$ cat src/rtl/iob_iob2axil_pkg.sv
`default_nettype none
// ============================================================================
// Module      : iob_iob2axil_pkg
// Description : Shared FSM state encoding and AXI response codes for the
//               IOb-native to AXI4-Lite bridge.
// Revision    : 1.0 - initial release
// ============================================================================
package iob_iob2axil_pkg;

    typedef logic [2:0] state_t;

    localparam logic [2:0] c_st_idle  = 3'd0;
    localparam logic [2:0] c_st_write = 3'd1;
    localparam logic [2:0] c_st_wresp = 3'd2;
    localparam logic [2:0] c_st_read  = 3'd3;
    localparam logic [2:0] c_st_rdata = 3'd4;

    localparam logic [1:0] c_resp_okay   = 2'b00;
    localparam logic [1:0] c_resp_slverr = 2'b10;
    localparam logic [1:0] c_resp_decerr = 2'b11;

    // Anything other than OKAY (including EXOKAY) counts as an error here.
    function automatic logic resp_is_err(input logic [1:0] resp);
        return resp != c_resp_okay;
    endfunction

endpackage
`default_nettype wire

$ cat src/rtl/iob_iob2axil.sv
`default_nettype none
// ============================================================================
// Module      : iob_iob2axil
// Description : Single-outstanding IOb-native to AXI4-Lite master bridge.
//               Define IOB_IOB2AXIL_ERR_EN to add the sticky err_o output.
// Revision    : 1.0 - initial release
// ============================================================================
module iob_iob2axil
    import iob_iob2axil_pkg::*;
#(
    parameter int ADDR_W = 32,
    parameter int DATA_W = 32
) (
    input  logic                  clk_i,
    input  logic                  arst_i,
    input  logic                  cke_i,

    input  logic                  iob_avalid_i,
    input  logic [ADDR_W-1:0]     iob_addr_i,
    input  logic [DATA_W-1:0]     iob_wdata_i,
    input  logic [DATA_W/8-1:0]   iob_wstrb_i,
    output logic                  iob_ready_o,
    output logic                  iob_rvalid_o,
    output logic [DATA_W-1:0]     iob_rdata_o,

    output logic [ADDR_W-1:0]     m_axil_awaddr_o,
    output logic [2:0]            m_axil_awprot_o,
    output logic                  m_axil_awvalid_o,
    input  logic                  m_axil_awready_i,
    output logic [DATA_W-1:0]     m_axil_wdata_o,
    output logic [DATA_W/8-1:0]   m_axil_wstrb_o,
    output logic                  m_axil_wvalid_o,
    input  logic                  m_axil_wready_i,
    input  logic [1:0]            m_axil_bresp_i,
    input  logic                  m_axil_bvalid_i,
    output logic                  m_axil_bready_o,
    output logic [ADDR_W-1:0]     m_axil_araddr_o,
    output logic [2:0]            m_axil_arprot_o,
    output logic                  m_axil_arvalid_o,
    input  logic                  m_axil_arready_i,
    input  logic [DATA_W-1:0]     m_axil_rdata_i,
    input  logic [1:0]            m_axil_rresp_i,
    input  logic                  m_axil_rvalid_i,
    output logic                  m_axil_rready_o
`ifdef IOB_IOB2AXIL_ERR_EN
    ,
    output logic                  err_o
`endif
);

    state_t                r_state;
    logic [ADDR_W-1:2]     r_addr;
    logic [DATA_W-1:0]     r_wdata;
    logic [DATA_W/8-1:0]   r_wstrb;
    logic                  r_awvalid;
    logic                  r_wvalid;
    logic                  r_rvalid;
    logic [DATA_W-1:0]     r_rdata;

    logic                  w_is_write;
    logic                  w_aw_done;
    logic                  w_w_done;

    assign w_is_write = |iob_wstrb_i;
    // A channel is finished once its valid has dropped or it handshakes now.
    assign w_aw_done  = !r_awvalid || m_axil_awready_i;
    assign w_w_done   = !r_wvalid  || m_axil_wready_i;

    always_ff @(posedge clk_i or negedge arst_i) begin
        if (!arst_i) begin
            r_state   <= c_st_idle;
            r_addr    <= '0;
            r_wdata   <= '0;
            r_wstrb   <= '0;
            r_awvalid <= 1'b0;
            r_wvalid  <= 1'b0;
            r_rvalid  <= 1'b0;
            r_rdata   <= '0;
        end else if (cke_i) begin
            r_rvalid <= 1'b0;
            case (r_state)
                c_st_idle: begin
                    if (iob_avalid_i) begin
                        r_addr  <= iob_addr_i[ADDR_W-1:2];
                        r_wdata <= iob_wdata_i;
                        r_wstrb <= iob_wstrb_i;
                        if (w_is_write) begin
                            r_state   <= c_st_write;
                            r_awvalid <= 1'b1;
                            r_wvalid  <= 1'b1;
                        end else begin
                            r_state <= c_st_read;
                        end
                    end
                end
                c_st_write: begin
                    if (m_axil_awready_i) r_awvalid <= 1'b0;
                    if (m_axil_wready_i)  r_wvalid  <= 1'b0;
                    if (w_aw_done && w_w_done) r_state <= c_st_wresp;
                end
                c_st_wresp: begin
                    if (m_axil_bvalid_i) r_state <= c_st_idle;
                end
                c_st_read: begin
                    if (m_axil_arready_i) r_state <= c_st_rdata;
                end
                c_st_rdata: begin
                    if (m_axil_rvalid_i) begin
                        r_rdata  <= m_axil_rdata_i;
                        r_rvalid <= 1'b1;
                        r_state  <= c_st_idle;
                    end
                end
                default: r_state <= c_st_idle;
            endcase
        end
    end

`ifdef IOB_IOB2AXIL_ERR_EN
    logic r_err;
    logic w_unused_addr;

    always_ff @(posedge clk_i or negedge arst_i) begin
        if (!arst_i) begin
            r_err <= 1'b0;
        end else if (cke_i) begin
            if ((r_state == c_st_wresp && m_axil_bvalid_i && resp_is_err(m_axil_bresp_i)) ||
                (r_state == c_st_rdata && m_axil_rvalid_i && resp_is_err(m_axil_rresp_i))) begin
                r_err <= 1'b1;
            end
        end
    end

    assign err_o         = r_err;
    assign w_unused_addr = ^iob_addr_i[1:0];
`else
    logic w_unused_resp;
    assign w_unused_resp = ^{m_axil_bresp_i, m_axil_rresp_i, iob_addr_i[1:0]};
`endif

    assign iob_ready_o      = (r_state == c_st_idle);
    assign iob_rvalid_o     = r_rvalid;
    assign iob_rdata_o      = r_rdata;

    assign m_axil_awaddr_o  = {r_addr, 2'b00};
    assign m_axil_awprot_o  = 3'b000;
    assign m_axil_awvalid_o = r_awvalid;
    assign m_axil_wdata_o   = r_wdata;
    assign m_axil_wstrb_o   = r_wstrb;
    assign m_axil_wvalid_o  = r_wvalid;
    assign m_axil_bready_o  = (r_state == c_st_wresp);
    assign m_axil_araddr_o  = {r_addr, 2'b00};
    assign m_axil_arprot_o  = 3'b000;
    assign m_axil_arvalid_o = (r_state == c_st_read);
    assign m_axil_rready_o  = (r_state == c_st_rdata);

endmodule
`default_nettype wire

$ cat config.mk
export PLATFORM = sky130hd
export DESIGN_NAME = iob_iob2axil
export DESIGN_NICKNAME = d
export VERILOG_FILES = /design/src/rtl/iob_iob2axil_pkg.sv /design/src/rtl/iob_iob2axil.sv
export SDC_FILE = /design/constraint.sdc
export NUM_CORES = 1
export LEC_CHECK = 0
export BUFFER_PORTS_ARGS = -buffer_cell sky130_fd_sc_hd__buf_2
export CAP_MARGIN = 5
export CORE_MARGIN = 10
export CORE_UTILIZATION = 45
export CTS_BUF_LIST = sky130_fd_sc_hd__clkbuf_8
export DETAILED_ROUTE_END_ITERATION = 6
export PLACE_DENSITY = 0.9
export SYNTH_ARGS = -nofsm -noshare
export SYNTH_HDL_FRONTEND = slang
export SYNTH_SLANG_ARGS = --single-unit
$ cat constraint.sdc
create_clock -name clk_i -period 5.2 [get_ports clk_i]
set_clock_uncertainty 0.2 [all_clocks]
set_input_delay 1.04 -clock clk_i [delete_from_list [all_inputs] [get_ports clk_i]]
set_output_delay 1.04 -clock clk_i [all_outputs]
set_load 0.005 [all_outputs]
## Word-level counts from Yosys, hierarchy flattened

Index checks and enable logic that the tools add are counted.

- Bits in registers: 104
- Bits in latches: 0
- RAM bits: 0
- Bits in read-only memories: 0
- Logic and storage cells: 48
- Memories: 0

- Add/sub/neg operators: 0
- Multipliers: 0
- Div/mod/pow operators: 0
- Order comparisons: 0
- Equality and inequality tests: 12
- Shift operators: 0
- Muxes and demuxes: 15
- Bitwise gates (word level): 0
- Reductions and logical operators: 13

Operators by type and width:

| kind | number |
|---|---|
| 3-bit 2-to-1 mux | 5 |
| 3-bit one-hot mux with 5 select lines | 1 |
| 2-bit inequality test (second input constant) | 6 |
| 5-bit AND reduction | 2 |
| 3-bit by 2-bit == test with 1-bit output (second input constant) | 2 |
| 1-bit 2-to-1 mux | 6 |
| 3-bit AND reduction | 2 |
| 6-bit AND reduction | 1 |
| 2-bit by 1-bit inequality test with 1-bit output (second input constant) | 2 |
| 1-bit one-hot mux with 2 select lines | 2 |
| 4-bit OR reduction | 1 |
| 3-bit by 1-bit == test with 1-bit output (second input constant) | 1 |
| 3-bit == test (second input constant) | 1 |
| 3-bit logical NOT | 1 |
| 1-bit logical NOT | 2 |
| 1-bit logical OR | 2 |
| 2-bit 2-to-1 mux | 1 |
| 2-bit nonzero test | 1 |
| 1-bit logical AND | 1 |

## Logic depth before layout (Yosys ltp)

Gate-level depths: netlist (run 1).

- Depth after elaboration: 5
- Mapped depth: 7

## Worst setup path before layout (run 1)

No wires, ideal clock.

- Kind: input port to flip-flop
- Start point: input port cke_i
- End point: register r_wdata[0], in the netlist m_axil_wdata_o[0]
- Library setup time: 0.125 ns
- Arrival time: 1.860 ns
- Slack: 3.015 ns
- Stages on the path: 5
- Buffers on the path: 3
- Cells stage by stage: and3_4 -> buf_6 -> buf_12 -> buf_12 -> mux2_4

- Longest elaborated chain between the ends: 1

Ends and longest elaborated chain:

| item | line | RTL |
|---|---|---|
| from (decl) | iob_iob2axil.sv:16 | `input logic cke_i,` |
| 3-bit AND reduction (no source line) | - |  |
| to (signal assigned) | iob_iob2axil.sv:85 | `r_wdata <= iob_wdata_i;` |
| to (decl) | iob_iob2axil.sv:53 | `logic [DATA_W-1:0] r_wdata;` |

No other way between the ends.
A chain may end at the register's enable or synchronous reset.

## Final worst setup path (run 1)

- Start point: register r_state[0]
- End point: output port iob_ready_o

- Longest elaborated chain between the ends: 1

Ends and longest elaborated chain:

| item | line | RTL |
|---|---|---|
| from (decl) | iob_iob2axil.sv:51 | `state_t r_state;` |
| from (signal assigned) | iob_iob2axil.sv:71 | `r_state <= c_st_idle;` |
| from (signal assigned) | iob_iob2axil.sv:88 | `r_state <= c_st_write;` |
| from (signal assigned) | iob_iob2axil.sv:92 | `r_state <= c_st_read;` |
| 3-bit logical NOT | iob_iob2axil.sv:141 | `assign iob_ready_o = (r_state == c_st_idle);` |
| to (decl) | iob_iob2axil.sv:22 | `output logic iob_ready_o,` |

No other way between the ends.

==> results.py, run 1 <==
metrics = {
    "outcome": {
        "outcome": "completed",
    },
    "route": {
        "vias": 2967,
        "wire_per_inst_um": 18.5,
        "route.detailed.drc": 0,
        "dr.pass1.iters": 4,
        "drt_wl_total_um": 11700,
        "dr.first_iter.drc_count": 97,
        "avgViaCountPerCell": 4.70,
        "ant_nets": 0,
    },
    "critical_path": {
        "reg2reg_depth": 3,
        "cp_slowest_stage_delay_ns": 0.52,
        "cp.required_ns": 3.96,
        "crit_cells": 2,
        "endpoint_kind": "output pin",
        "cp_num_buf_inv": 1,
        "critPathSlowestCell": "dfrtp_1",
        "worstSetupPathType": "register to output pin",
        "r2r_start": "r_state[0]",
        "startpoint": "r_state[0]",
        "crit_chain": "nor3_2 > buf_2",
        "crit_path_start_kind": "register",
        "crit_family": "flip-flops",
        "critPathArrivalTime_ns": 1.33,
        "path_max_fanout": 10,
    },
    "clock_network": {
        "cts_made_buffers": 9,
        "root_buffer": "clkbuf_8",
        "cts_tree": "yes",
        "post_cts_resized": 0,
        "clock_path_buffers": 2,
        "cts.htree.levels": 3,
        "worstSkewPairLatency_ns": 0.36,
        "hold_buffers": 0,
        "clk_pin_slew_worst_paths_ns": 0.09,
        "post-cts-setup-buffer-count": 0,
        "cts.sinks": 104,
    },
    "finish": {
        "diodes": 0,
        "final_cell_area_um2": 5610,
        "syn2layout_area_growth_pct": 24.9,
        "final_nets": 608,
        "final_layout_size_suffix_gt1_share_pct": 70.3,
    },
    "placement": {
        "post-place-ws_ns": 2.35,
        "place_area_um2": 5450,
        "gp_congestion": 0.831,
        "hpwlAfterDp_um": 9430,
        "portBuffers": 241,
    },
    "synthesis": {
        "netlist_top_cells_area": "dfrtp_1 58%, mux2_2 16%, mux2_4 9.7%",
        "async_flop_share_pct": 100,
        "synthDistinctLibCells": 26,
        "synth_edf_count": 0,
        "syn_area_um2": 4490,
        "ys_ff_latch": 104,
        "ys_seq_area_share_pct": 57.9,
        "ys_warn_count": 0,
        "synth_ff_type": "dfrtp_1",
        "synth_top_area_share_pct": 57.9,
        "synth_top_area_cell": "dfrtp_1",
        "netlist_instances": 285,
        "syn_avg_cell_area_um2": 15.8,
    },
    "sta": {
        "setup_viol": 0,
        "hold_viol": 0,
        "layout_min_cycle_time_ns": 2.57,
        "max_freq_mhz": 389,
        "worstMarginPinSlew_ns": 1.06,
        "slew_viol_final": 0,
        "rsz0062_at_grt": "no",
        "finalSetupTns_ns": 0,
        "hold_ws_ns": 0.285,
        "relSlewSlack_pct": 29.1,
        "min_period_over_period_pct": 49.4,
        "layout_setup_ws_ns": 2.63,
    },
    "grt": {
        "antenna_found_initial": 0,
        "grt_usage_pct": 15.7,
        "grt_pass1_vias": 3430,
        "grt_max_degree": 68,
        "grt.overflow.total": 0,
        "grt_pass1_wl_um": 18200,
    },
    "power": {
        "fin_total_pwr_mw": 3.18,
        "ir_drop_mv": 0.335,
        "leakage_nw": 3.01,
        "power_density_nw_per_um2": 567,
    },
    "floorplan": {
        "initial_utilization_pct": 46.2,
        "core-area_um2": 9730,
        "ios": 258,
        "rows": 36,
        "die-area_um2": 14400,
        "die_x_um": 120,
        "die_h_um": 120,
    },
    "min_path": {
        "min_from": "iob_rdata_o[24]",
        "holdPathStages": 1,
        "min_path_type": "register to register",
    },
    "run": {
        "drv_cap": 0,
    },
}
-- stage by stage --
| stage | cells | utilization, % |
|---|---|---|
| global placement | 617 | 56.0 |
| global route | 631 | 57.7 |
| finish | 631 | 57.7 |
| CTS | 631 | 57.7 |
| floorplan | 294 | - |
| detailed placement | 617 | 56.0 |
-- per-layer routing --
| layer | share of wire (%) | GRT usage [%] | vias to the layer above |
|---|---|---|---|
| met5 | 0 | 0 | - |
| li1 | - | - | 1351 |
| met4 | 1.6 | 5.43 | 0 |
| met1 | 35 | 15.3 | 1452 |
| met2 | 53 | 27.9 | 148 |
| met3 | 11 | 7.97 | 16 |
-- worst paths after layout --
path,end,slack (ns)
setup / recovery,iob_ready_o,2.63
hold / removal,iob_rdata_o[24],0.28
setup reg to reg,r_addr[2],2.68
hold reg to reg,iob_rdata_o[24],0.28
max in group asynchronous,m_axil_wdata_o[9],3.19
min in group asynchronous,m_axil_wdata_o[26],0.47
-- state kept, by name (all words and copies together), names as in the netlist --
signal and flops:
r_state 3, m_axil_wvalid_o 1, m_axil_wdata_o 32, iob_rdata_o 32, m_axil_awvalid_o 1, iob_rvalid_o 1
m_axil_wstrb_o 4, r_addr 30
-- where the power goes --
part	leakage [nW]	switching, mW	internal, mW
clock	0.0814	0.260	0.180
sequential	1.28	0.239	1.20
combinational	1.65	0.523	0.788
total	3.01	1.02	2.16
-- layout by cell type, fill, tap and decap left out, types with 2 or more instances in the layout --
| master | synthesis | final |
|---|---|---|
| a21o_1 | 4 | 4 |
| and3_1 | 2 | 2 |
| buf_2 | 0 | 240 |
| buf_4 | 44 | 3 |
| clkbuf_8 | 0 | 10 |
| clkinvlp_4 | 0 | 2 |
| conb_1 | 1 | 10 |
| dfrtp_1 | 104 | 104 |
| inv_1 | 2 | 3 |
| mux2_1 | 9 | 9 |
| mux2_2 | 62 | 62 |
| mux2_4 | 29 | 29 |
| nand4_1 | 3 | 3 |
| nor2_1 | 2 | 2 |
| nor2b_1 | 2 | 2 |
-- layout make-up --
class / instances / area [µm²]
fill: 797 / 4120
sequential: 104 / 2600
multi-input combinational: 135 / 1450
timing repair buffer: 243 / 1220
tap: 133 / 166
clock buffer: 10 / 138
clock inverter: 4 / 23.8
inverter: 2 / 7.51
-- cell families (layout without fill, tap and decap cells) --
kind of cell	after synthesis	in the layout	share of synthesized area (%)
mux	101	101	27.7
buf+inv	55	259	10.6
simple gates	18	18	2.81
flops	104	104	57.9
other cells	1	10	0.0834
compound gates	6	6	0.947
-- worst reg2reg max path, delay by kind of cell, from the launching register on --
family,cells,cell delay (ns)
flip-flops,1,0.52
multiplexers,1,0.52
AND/OR/NAND/NOR,2,1.18
-- cells in the mapped netlist (2+ instances only) --
master	count
dfrtp_1	104
mux2_2	62
buf_4	44
mux2_4	29
mux2_1	9
buf_6	5
a21o_1	4
buf_12	4
nand4_1	3
and3_1	2
inv_1	2
nor2_1	2
nor2b_1	2
No activity file was read; power rests on OpenSTA's default activity.
==> run 2: changes to the inputs <==
Settings changed: CORE_UTILIZATION 45 to 41, PLACE_DENSITY 0.9 to 0.87.
Clock period 5.2 ns to 2.3 ns, I/O delays scaled along.
==> results.py, run 2 (synthesized netlist as in run 1, its figures left out) <==
metrics = {
    "placement": {
        "gp_congestion": 0.797,
        "dp_cells": 630,
        "place_area_um2": 5560,
        "hpwlAfterDp_um": 9440,
        "post-place-ws_ns": 0.269,
        "portBuffers": 241,
    },
    "route": {
        "ant_nets": 0,
        "dr.pass1.iters": 4,
        "drt_wl_total_um": 11500,
        "avgViaCountPerCell": 4.61,
        "route.detailed.drc": 0,
        "wire_per_inst_um": 17.8,
        "dr.first_iter.drc_count": 122,
        "vias": 2983,
    },
    "sta": {
        "max_freq_mhz": 488,
        "hold_viol": 0,
        "min_period_over_period_pct": 89.1,
        "layout_min_cycle_time_ns": 2.05,
        "setup_viol": 0,
        "finalSetupTns_ns": 0,
        "rsz0062_at_grt": "no",
        "layout_setup_ws_ns": 0.251,
        "hold_ws_ns": 0.117,
        "slew_viol_final": 0,
    },
    "clock_network": {
        "post_cts_resized": 0,
        "cts.sinks": 104,
        "root_buffer": "clkbuf_8",
        "cts_made_buffers": 9,
        "post-cts-setup-buffer-count": 0,
        "clock_path_buffers": 2,
        "clk_pin_slew_worst_paths_ns": 0.10,
        "cts.htree.levels": 3,
        "cts_tree": "yes",
        "worstSkewPairLatency_ns": 0.35,
    },
    "finish": {
        "final_common_cell": "buf_2",
        "final_cell_area_um2": 5770,
        "final_nets": 615,
        "final_layout_size_suffix_gt1_share_pct": 70.8,
        "syn2layout_area_growth_pct": 28.4,
        "utilization_pct": 53.5,
        "final_cells": 647,
        "diodes": 0,
        "final_cell_mix": "240 x buf_2, 104 x dfrtp_1, 62 x mux2_2",
    },
    "power": {
        "power_density_nw_per_um2": 1280,
        "leakage_nw": 3.08,
        "ir_drop_mv": 0.608,
        "fin_total_pwr_mw": 7.40,
    },
    "floorplan": {
        "ios": 258,
        "core-area_um2": 10800,
        "initial_utilization_pct": 41.6,
        "rows": 38,
        "die_h_um": 125,
        "die_x_um": 125,
        "die-area_um2": 15600,
    },
    "critical_path": {
        "endpoint_kind": "register",
        "crit_path_start_kind": "register",
        "critPathSlowestCell": "dfrtp_1",
        "path_max_fanout": 26,
        "critPathArrivalTime_ns": 2.09,
        "crit_family": "simple AND/OR/NAND/NOR gates",
        "cp_slowest_stage_delay_ns": 0.51,
        "cp_num_buf_inv": 1,
        "worstSetupPathType": "register to register",
        "crit_chain": "nor3_2 > and3_4 > buf_12 > mux2_2",
        "cp.required_ns": 2.34,
    },
    "run": {
        "drv_cap": 0,
    },
    "grt": {
        "grt_max_degree": 59,
        "grt.overflow.total": 0,
        "grt_usage_pct": 14.6,
        "grt_pass1_wl_um": 18700,
        "grt_pass1_vias": 3453,
        "antenna_found_initial": 0,
    },
    "min_path": {
        "min_path_type": "primary input to register",
    },
    "outcome": {
        "outcome": "completed",
    },
}
[run 2: cell types whose count changed in the layout (fill, tap and decap cells not counted)]
cell	before	now
buf_12	0	4
clkbuf_8	10	11
bufinv_16	0	1
inv_1	3	2
buf_4	3	5
dlygate4sd3_1	0	1
clkinv_2	1	2
[run 2: worst register-to-register path, delay by kind of cell (launching register included)]
kind	cells	cell delay, ns
flops	1	0.51
simple gates	2	0.62
buf+inv	1	0.23
mux	1	0.37
[run 2: worst paths after layout]
kind,from,endpoint,slack [ns],depth (start not counted)
setup / recovery,r_state[0],r_addr[8],0.25,4
hold / removal,m_axil_rdata_i[25],iob_rdata_o[25],0.12,2
setup reg to reg,r_state[0],r_addr[8],0.25,4
hold reg to reg,iob_rdata_o[24],iob_rdata_o[24],0.29,1
max in group asynchronous,arst_i,m_axil_wdata_o[31],0.93,3
min in group asynchronous,arst_i,iob_rdata_o[25],0.29,2
[run 2: what timing repair did]
item / CTS / global route
hold buffers: 1 / 0
endpoints found under the hold margin: 13 / 0
setup endpoints to repair: 0 / 0
[run 2: layout make-up]
type | instances | area, µm²
Clock buffer | 11 | 151
Tap cell | 140 | 175
Clock inverter | 5 | 55.1
Inverter | 2 | 7.51
Fill cell | 923 | 5020
Timing Repair Buffer | 250 | 1330
Sequential cell | 104 | 2600
Multi-Input combinational cell | 135 | 1450
[run 2: metal layers]
metal,vias up,share of wire (%),wire [µm],track usage (%)
met3,12,11,1290,6.81
met1,1458,35,4050,14.5
met5,-,0,0,0
li1,1363,-,-,-
met4,0,1.5,168,5.55
met2,150,52,6020,26.0
[run 2: where the power goes]
group,leakage [nW],switching [mW],total [mW],internal (mW)
Clock,0.101,0.591,1.15,0.559
Sequential,1.28,0.538,3.24,2.70
Combinational,1.70,1.19,3.01,1.82
Total,3.08,2.32,7.40,5.08
